[src/rtl/outputs_workload_dispatch_if.sv]
// Handshake bundle for the per-output workload dispatcher:
// one upstream descriptor set in, num_out_p independent channels out.
interface outputs_workload_dispatch_if #(
   parameter int id_width_p    = 8,
   parameter int size_width_p  = 8,
   parameter int num_out_p     = 4,
   parameter int count_width_p = 16,
   parameter int width_p       = id_width_p + size_width_p
);
   logic                                v_i;
   logic [num_out_p-1:0][width_p-1:0]   data_i;
   logic                                ready_o;
   logic [num_out_p-1:0]                v_o;
   logic [num_out_p-1:0][width_p-1:0]   data_o;
   logic [num_out_p-1:0]                ready_i;
   logic [count_width_p-1:0]            done_count_o;
   logic                                busy_o;

   modport slave (
      input  v_i, data_i, ready_i,
      output ready_o, v_o, data_o, done_count_o, busy_o
   );

   modport master (
      output v_i, data_i, ready_i,
      input  ready_o, v_o, data_o, done_count_o, busy_o
   );
endinterface

[src/rtl/outputs_workload_dispatch.sv]
// Holds one set of per-output {id,size} descriptors and forks it to
// independent valid/ready channels; zero-size entries are skipped.
module outputs_workload_dispatch #(
   parameter int id_width_p    = 8,
   parameter int size_width_p  = 8,
   parameter int num_out_p     = 4,
   parameter int count_width_p = 16,
   parameter int width_p       = id_width_p + size_width_p
) (
   input logic                          clk_i,
   input logic                          reset_n_i,
   outputs_workload_dispatch_if.slave   bus
);

   typedef enum logic {IDLE, DISPATCH} state_e;

   state_e                              state_q, state_d;
   logic [num_out_p-1:0]                pend_q, pend_d;
   logic [num_out_p-1:0]                fire, new_mask;
   logic [num_out_p-1:0][width_p-1:0]   data_q;
   logic [count_width_p-1:0]            count_q;
   logic                                completing, ready, accept;
   logic [1:0]                          inc;

   always_ff @(posedge clk_i or negedge reset_n_i) begin
      if (!reset_n_i) state_q <= IDLE;
      else            state_q <= state_d;
   end

   always_comb begin
      state_d = state_q;
      if (accept)
         state_d = (|new_mask) ? DISPATCH : IDLE;
      else if (completing)
         state_d = IDLE;
   end

   always_comb begin
      for (int i = 0; i < num_out_p; i++)
         new_mask[i] = |bus.data_i[i][size_width_p-1:0];
      fire       = pend_q & bus.ready_i;
      completing = (state_q == DISPATCH) && (fire == pend_q);
      ready      = (state_q == IDLE) || completing;
      accept     = bus.v_i && ready;
      pend_d     = accept ? new_mask : (pend_q & ~fire);
      // a completing set and an all-zero new set each count once
      inc        = {1'b0, completing}
                 + {1'b0, accept && (new_mask == '0)};
      bus.ready_o      = ready;
      bus.v_o          = (state_q == DISPATCH) ? pend_q : '0;
      bus.data_o       = data_q;
      bus.done_count_o = count_q;
      bus.busy_o       = (state_q == DISPATCH);
   end

   always_ff @(posedge clk_i or negedge reset_n_i) begin
      if (!reset_n_i) begin
         pend_q  <= '0;
         data_q  <= '0;
         count_q <= '0;
      end else begin
         pend_q  <= pend_d;
         count_q <= count_q + count_width_p'(inc);
         if (accept) data_q <= bus.data_i;
      end
   end

endmodule

[src/flat_wrapper.sv]
// flat-port wrapper written by rule: the top's interface ports become plain ports
module outputs_workload_dispatch_flat 
#(
   parameter int id_width_p    = 8,
   parameter int size_width_p  = 8,
   parameter int num_out_p     = 4,
   parameter int count_width_p = 16,
   parameter int width_p       = id_width_p + size_width_p
)
  (clk_i, reset_n_i, bus_v_i, bus_data_i, bus_ready_i, bus_ready_o, bus_v_o, bus_data_o, bus_done_count_o, bus_busy_o);
  outputs_workload_dispatch_if #(.id_width_p(id_width_p), .size_width_p(size_width_p), .num_out_p(num_out_p), .count_width_p(count_width_p), .width_p(width_p)) bus_i ();
  input logic clk_i;
  input logic reset_n_i;
  input wire logic [$bits(bus_i.v_i)-1:0] bus_v_i;
  input wire logic [$bits(bus_i.data_i)-1:0] bus_data_i;
  input wire logic [$bits(bus_i.ready_i)-1:0] bus_ready_i;
  output wire logic [$bits(bus_i.ready_o)-1:0] bus_ready_o;
  output wire logic [$bits(bus_i.v_o)-1:0] bus_v_o;
  output wire logic [$bits(bus_i.data_o)-1:0] bus_data_o;
  output wire logic [$bits(bus_i.done_count_o)-1:0] bus_done_count_o;
  output wire logic [$bits(bus_i.busy_o)-1:0] bus_busy_o;
  assign bus_i.v_i = bus_v_i;
  assign bus_i.data_i = bus_data_i;
  assign bus_i.ready_i = bus_ready_i;
  assign bus_ready_o = bus_i.ready_o;
  assign bus_v_o = bus_i.v_o;
  assign bus_data_o = bus_i.data_o;
  assign bus_done_count_o = bus_i.done_count_o;
  assign bus_busy_o = bus_i.busy_o;
  outputs_workload_dispatch #(.id_width_p(id_width_p), .size_width_p(size_width_p), .num_out_p(num_out_p), .count_width_p(count_width_p), .width_p(width_p)) u_core (.clk_i(clk_i), .reset_n_i(reset_n_i), .bus(bus_i));
endmodule
[config.mk]
export PLATFORM = sky130hd
export DESIGN_NAME = outputs_workload_dispatch_flat
export DESIGN_NICKNAME = d
export VERILOG_FILES = /design/src/rtl/outputs_workload_dispatch_if.sv /design/src/rtl/outputs_workload_dispatch.sv /design/src/flat_wrapper.sv
export SDC_FILE = /design/constraint.sdc
export NUM_CORES = 1
export LEC_CHECK = 0
export CELL_PAD_IN_SITES_DETAIL_PLACEMENT = 1
export CELL_PAD_IN_SITES_GLOBAL_PLACEMENT = 1
export CORE_ASPECT_RATIO = 0.9
export CORE_MARGIN = 1
export CORE_UTILIZATION = 30
export CTS_CLUSTER_DIAMETER = 100
export DETAILED_ROUTE_END_ITERATION = 10
export PLACE_DENSITY = 0.71
export SLEW_MARGIN = 10
export SYNTH_ARGS = -nofsm -noshare
export SYNTH_HDL_FRONTEND = slang
export SYNTH_SLANG_ARGS = --single-unit
[constraint.sdc]
create_clock -name clk_i -period 2.7 [get_ports clk_i]
set_input_delay 0.405 -clock clk_i [delete_from_list [all_inputs] [get_ports clk_i]]
set_output_delay 0.405 -clock clk_i [all_outputs]
set_load 0.005 [all_outputs]
# After elaboration in Yosys (flattened, before gate mapping)
# Cells that the tools add are included.
dict set report totals {
  input_bits 71
  reg_bits 85
}
dict set report classes {
  n_reduce_logical 11
  n_bitwise 4
  addsub 2
  n_eq_ne 1
  mux 5
}
# operator count
set op_table {}
lappend op_table {{$reduce_or A32 Y1} 1}
lappend op_table {{$reduce_or A8 Y1} 4}
lappend op_table {{$add A16 B2 Y16} 1}
lappend op_table {{$and A4 B4 Y4} 2}
lappend op_table {{$mux W4} 2}
lappend op_table {{$eq A4 B4 Y1} 1}
lappend op_table {{$logic_not A4 Y1} 1}
lappend op_table {{$not A4 Y4} 1}
lappend op_table {{$logic_and A1 B1 Y1} 3}
lappend op_table {{$mux W1} 3}
lappend op_table {{$add A1 B1 Y2} 1}
lappend op_table {{$reduce_bool A2 Y1} 1}
lappend op_table {{$logic_or A1 B1 Y1} 1}
lappend op_table {{$not A1 Y1} 1}

# Logic depth before layout (Yosys ltp)
# Gate-level depths: netlist of run 1.
dict set report logic_depth {
  word_depth 8
  mapped_depth 10
  mapped_depth_nobuf 10
}

# Worst setup path before layout of run 1
# No wires, ideal clock.
dict set report synth_timing {
  path_type {input -> register}
  startpoint {in bus_data_i[49]}
  endpoint {reg u_core.count_q[11], in the netlist u_core.bus.done_count_o[11]}
  setup_ns 0.123
  t_required_ns 2.577
  cell_stages 10
  setup_slack_ns 0.180
  path_buffers 1
  arrival_ns 2.397
  cell_sequence {nor4_1 nand2_1 nor4_1 nand3_1 fa_1 and3b_1 and3_1 clkbuf_1 nand4_1 xnor2_1}
}
dict set report synth_via {
  elab_chain_cells 5
}
# element line
set synth_rtl {}
lappend synth_rtl {{from (decl)} flat_wrapper.sv:15} ;# input wire logic [$bits(bus_i.data_i)-1:0] bus_data_i;
lappend synth_rtl {{$reduce_or A8 Y1} outputs_workload_dispatch.sv:40} ;# new_mask[i] = |bus.data_i[i][size_width_p-1:0];
lappend synth_rtl {{$logic_not A4 Y1} outputs_workload_dispatch.sv:48} ;# + {1'b0, accept && (new_mask == '0)};
lappend synth_rtl {{$logic_and A1 B1 Y1} outputs_workload_dispatch.sv:48}
lappend synth_rtl {{$add A1 B1 Y2} outputs_workload_dispatch.sv:48}
lappend synth_rtl {{$add A16 B2 Y16} outputs_workload_dispatch.sv:63} ;# count_q <= count_q + count_width_p'(inc);
lappend synth_rtl {{to (signal assigned)} outputs_workload_dispatch.sv:63}
lappend synth_rtl {{to (decl)} outputs_workload_dispatch.sv:21} ;# logic [count_width_p-1:0] count_q;
# No other way between the ends.
# A chain may end at the register's enable or synchronous reset.

# Final worst setup path of run 1
dict set report layout_timing {
  startpoint {in bus_data_i[7]}
  endpoint {reg u_core.count_q[14], in the netlist u_core.bus.done_count_o[14]}
}
# The elaborated chain is that of the path after synthesis.

==> impl_metrics.toml, run 1 <==
[cts]
cts-root-buf = "clkbuf_16"
h-tree-depth = 3
cts_buffers = 9
clkLatencyLatePin_ps = 340
cts_hold_buffers = 0
cts_tree = "yes"
clkSinkCount = 85
clk_path_buf_depth = 2
clk_pin_slew_ps = 70

[global_routing]
antenna_found_initial = 0
grt.total_usage = 0.163
grt_max_degree = 47
grt_pass1_vias = 2781
grt.overflow.total = 0
grt_pass1_wl_um = 14800

[setup_path]
crit_type = "in2reg"
r2r_cells = 9
reg2reg_from = "u_core.pend_q[1]$_DFF_PN0_"
r2r-end = "u_core.bus.done_count_o[14]$_DFF_PN0_"
crit_fanout = 4
r2r_slack_ps = 440
startpoint_type = "input pin"
required_ps = 2930
critPathLaunch = "bus_data_i[7]"
end_kind = "flop"
crit_arrival_ps = 2780

[pwr]
ir_worst_vdd_mv = 0.429
p_per_area_nw_per_um2 = 878
leakage_nw = 2.54

[placement]
dp_hpwl_um = 7010
port_buffers = 156
dp.cells = 543
pre_cts_ws_ps = -542
place.gp.congestion = 0.704

[timing]
period_minus_slack_ps = 2560
tightest_slew_ps = 551
hold_viol = 0
maxSlewHeadroom = 0.632
fmax_ghz = 0.391
clock_skew_ps = 6.45
setup_violations = 0
slew_violations = 0
worst_slack_ps = 141
finalCritPeriodShare = 0.948

[drt]
drc_errors = 0
ant_nets = 0
routed-via-count = 2507
drtIter0Drc = 70
routedWlPerCell_um = 16.7
avgViaCountPerCell = 4.48
drtPass1Iterations = 3
wl_um = 9340

[floorplan]
fp.dieW_um = 116
num_rows = 36
core_um2 = 11100
initial_core_util = 0.314
boundaryPins = 157
die_height_um = 104
die_area_um2 = 12000

[finish]
area_growth_pct = 65.5
fin_cells = 560
nFillCells = 1136
antennaDiodeCount = 0
final_nets = 476
drive_above_1_share = 0.299

[synth]
synth_cells = 226
ys_types = 24
synthTopCellsByArea = "dfrtp_1, mux2_2, mux2_4"
ys_warn_count = 0
seq_area_frac_synth = 0.611
syn-mean-instance-area_um2 = 15.4
synth-seq-cells = 85
syn-cell-area_um2 = 3480
synth_nets = 299
netlist.area_leader.share = 0.611
synth_top_area_cell = "dfrtp_1"

[run]
cap_viol_max_count = 0

[hold_path]
hold_path_class = "in2async"

[run_status]
outcome = "complete, no violations"
[worst max path at each step]
stage | cells after the start | slack, ps | to
detailed placement | 12 | -540 | u_core.bus.done_count_o[14]$_DFF_PN0_
finish | 11 | 140 | u_core.bus.done_count_o[14]$_DFF_PN0_
floorplan | 10 | 180 | u_core.bus.done_count_o[11]$_DFF_PN0_
global placement | 11 | -500 | u_core.bus.done_count_o[11]$_DFF_PN0_
global route | 10 | -3 | u_core.bus.done_count_o[11]$_DFF_PN0_
CTS | 11 | 30 | u_core.bus.done_count_o[14]$_DFF_PN0_
[layout by cell type (no fill, tap or decap), types with 4 or more instances in the layout]
cell | synthesis | routed
and2_1 | 5 | 5
buf_12 | 0 | 4
buf_4 | 0 | 15
clkbuf_16 | 0 | 9
clkdlybuf4s50_1 | 0 | 139
dfrtp_1 | 85 | 85
dlymetal6s2s_1 | 0 | 13
mux2_2 | 48 | 48
mux2_4 | 20 | 20
nand2_1 | 8 | 6
nand3_1 | 7 | 7
nor4_2 | 0 | 7
xnor2_1 | 11 | 11
[per-layer routing]
metal,share of wire,GRT usage
met5,0,0
met4,0.020,0.0686
met3,0.083,0.0577
met2,0.50,0.279
met1,0.39,0.181
[cell families (layout without fill, tap and decap cells)]
family | count (synthesis) | in the layout | share of synthesized area
xor gates and xnor gates | 14 | 14 | 0.0352
muxes | 68 | 68 | 0.241
AOI/OAI and AO/OA | 2 | 2 | 0.00934
DFF | 85 | 85 | 0.611
adders and majority gates | 2 | 2 | 0.00934
buffers and inverters | 12 | 194 | 0.0208
and+or+nand+nor | 43 | 43 | 0.0733
[area by class of cell]
cell class / count / area [um2] / share of cell area
tap: 152 / 190 / 0.0330
clock inverter: 6 / 48.8 / 0.00847
sequential: 85 / 2130 / 0.369
timing repair buffer: 174 / 1770 / 0.308
inverter: 4 / 15.0 / 0.00260
clock buffer: 10 / 229 / 0.0397
multi-input combinational: 129 / 1380 / 0.240
[critical path, stage by stage]
cell	delay (ps)
clkdlybuf4s50_1	460
nor4_2	220
nand2_1	160
nor4_4	300
nand3_1	130
fa_2	370
inv_2	60
ha_2	160
and4_4	240
nand4_1	120
xnor2_1	150
[cell usage after synthesis]
cell,n
and3_1,3
nand2_1,8
dfrtp_1,85
and2_1,5
nor2b_4,1
buf_6,3
clkbuf_1,1
mux2_2,48
ha_1,1
nor2b_1,3
o41ai_4,1
and3b_1,1
nand3_1,7
xor2_1,3
o21ai_0,1
inv_1,4
nand4_1,2
mux2_4,20
xnor2_1,11
nand2_2,1
buf_2,4
nor4_1,10
fa_1,1
and4_1,2
[sequential cells by signal (all words and copies together), names as in the netlist]
signal,flops
u_core.bus.busy_o,1
u_core.bus.data_o,64
u_core.bus.done_count_o,16
u_core.pend_q,4
[metrics by stage]
step                utilization  hold slack [ps]  setup TNS (ps)  area [um2]  power [mW]
floorplan                     -              109               0        3480        2.67
global placement          0.484              430           -5580        5360        3.88
detailed placement        0.484              433           -5940        5360        3.96
CTS                       0.513             58.3               0        5690        5.16
global route              0.520             72.6           -2.68        5760        5.36
finish                    0.520             37.4               0        5760        5.06
[report_power, final]
| group | total, mW | internal, mW | switching (mW) |
|---|---|---|---|
| Sequential | 1.98 | 1.72 | 0.264 |
| Clock | 1.16 | 0.630 | 0.526 |
| Combinational | 1.92 | 1.35 | 0.576 |
[what timing repair did]
action                                  in CTS  in global routing
gates cloned                                 0                  0
gates resized for setup                     16                 20
pin swaps                                    6                 15
endpoints found under the setup margin       9                 10
setup buffers                                0                  1
Power figures use the tool's default switching activity.
==> inputs of run 2 (changes only) <==
- GPL_TIMING_DRIVEN: not set -> 0
==> run 2 against run 1 <==
  * Sequential cell count stayed put
  * Routed wire length is 3.4% lower
  * First-iteration DRC count is 13% lower
  * Die area stayed put
  * Non-clock buffer count is 4 lower
  * Cell area is 1.5% lower
  * Highest routed layer unchanged
==> impl_metrics.toml, run 2 (same netlist as run 1, synthesis figures left out) <==
[cts]
h-tree-depth = 3
cts_buffers = 9
cts_hold_buffers = 0
clkSinkCount = 85
clk_pin_slew_ps = 60
cts-root-buf = "clkbuf_16"
clk_path_buf_depth = 2
clkLatencyLatePin_ps = 330
cts_tree = "yes"

[timing]
fmax_ghz = 0.394
worst_slack_ps = 162
tightest_slew_ps = 495
slew_violations = 0
setup_violations = 0
maxSlewHeadroom = 0.670
clock_skew_ps = 5.85
period_minus_slack_ps = 2540
finalCritPeriodShare = 0.940
hold_viol = 0

[run]
cap_viol_max_count = 0

[pwr]
comb_power_share = 0.377
power_switching_mw = 1.30
p_seq_frac = 0.394
ir_worst_vdd_mv = 0.457
p_clk_frac = 0.229
internal-power_mw = 3.72
p_sw_frac = 0.260
p_per_area_nw_per_um2 = 884
leakage_nw = 2.47

[floorplan]
die_height_um = 104
num_rows = 36
fp.dieW_um = 116
initial_core_util = 0.314
core_um2 = 11100
boundaryPins = 157
die_area_um2 = 12000

[finish]
final_common_cell = "clkdlybuf4s50_1"
fin_cells = 556
drive_above_1_share = 0.287
final_cell_mix = "clkdlybuf4s50_1, dfrtp_1, mux2_2, mux2_4, xnor2_1"
antennaDiodeCount = 0
fin_area_um2 = 5680
final_util = 0.513
final_nets = 472
largest_register_ffs = 64
area_growth_pct = 63.1

[placement]
pre_cts_ws_ps = -712
placed_area_um2 = 5260
dp_hpwl_um = 6840
port_buffers = 156
place.gp.congestion = 0.701
dp.cells = 535

[drt]
top_layer_used = "met4"
avgViaCountPerCell = 4.52
drc_errors = 0
m1WireLength_um = 3670
routedWlPerCell_um = 16.2
drtIter0Drc = 61
routed-via-count = 2514
wl_met3_um = 782
wl_um = 9020
drtPass1Iterations = 4
ant_nets = 0
wl_met2_um = 4480

[setup_path]
crit_path_end = "u_core.bus.done_count_o[13]$_DFF_PN0_"
r2r_slack_ps = 370
crit_fanout = 5
r2r-end = "u_core.bus.done_count_o[13]$_DFF_PN0_"
required_ps = 2910
crit_type = "in2reg"
critPathLaunch = "bus_data_i[51]"
crit_arrival_ps = 2750
startpoint_type = "input pin"
end_kind = "flop"
r2r_cells = 8
reg2reg_from = "u_core.pend_q[1]$_DFF_PN0_"

[global_routing]
grt.overflow.total = 0
grt_max_degree = 51
grt_pass1_vias = 2721
grt_pass1_wl_um = 14300
antenna_found_initial = 0
grt.total_usage = 0.156

[hold_path]
hold_path_class = "in2async"

[run_status]
outcome = "complete, no violations"
run 2: power groups by stage:
stage / registers, mW / clock network [mW] / logic (mW)
after CTS: 1.99 / 1.19 / 1.93
after global placement: 1.97 / 0 / 1.86
final: 1.98 / 1.15 / 1.90
after global routing: 2.04 / 1.23 / 2.04
after detailed placement: 2.00 / 0 / 1.90
after floorplan: 2.00 / 0 / 0.669
run 2: worst max-delay path, stage by stage:
cell and delay [ps]:
clkdlybuf4s50_1 450, nor4_2 240, nand2_1 150, nor4_4 310, nand3_2 120, fa_2 360, and3b_2 270, and3_4 220
nand3_1 100, xnor2_1 140
run 2: cell type report:
cell class / instances / area, um2
multi-input cells: 129 / 1380
well taps: 152 / 190
repair buffers: 163 / 1640
fillers: 1174 / 5400
flip-flops and latches: 85 / 2130
clock buffers: 13 / 260
clock inverters: 3 / 20.0
plain buffers: 7 / 53.8
inverters: 4 / 15.0
run 2: repair_timing:
item                       in CTS  in global routing
setup buffers                   3                  3
hold endpoints to repair        0                  0
setup endpoints to repair       9                 11
gates cloned                    0                  0
pin swaps                      10                 12
resized for setup              26                 11
run 2: worst min-delay path by stage:
stage                                           from                               endpoint  depth (start not counted)
6_report                                   reset_n_i      u_core.bus.data_o[29]$_DFFE_PN0N_                          1
5_1_grt                                    reset_n_i      u_core.bus.data_o[29]$_DFFE_PN0N_                          1
4_1_cts                                    reset_n_i      u_core.bus.data_o[29]$_DFFE_PN0N_                          1
3_5_place_dp                               reset_n_i      u_core.bus.data_o[29]$_DFFE_PN0N_                          1
3_3_place_gp   u_core.bus.done_count_o[15]$_DFF_PN0_  u_core.bus.done_count_o[15]$_DFF_PN0_                          1
2_1_floorplan                              reset_n_i          u_core.bus.busy_o$_DFFE_PN0P_                          0
run 2: routing by layer:
metal	vias up	track usage
met5	-	0
met4	0	0.0464
met3	9	0.0606
met2	99	0.260
met1	1268	0.184
li1	1138	-
run 2: stage by stage:
stage	setup TNS (ps)	total power, mW	hold WS, ps
after floorplan	0	2.67	109
after global placement	-178830	3.84	462
after detailed placement	-6660	3.90	407
after CTS	0	5.11	45.0
after global routing	-13.6	5.31	69.6
final	0	5.02	32.1
==> inputs of run 3 (changes only) <==
- CTS_CLUSTER_SIZE: not set -> 24
==> results of run 3 <==
Final layout, timing and power as in run 2 (identical DEF).
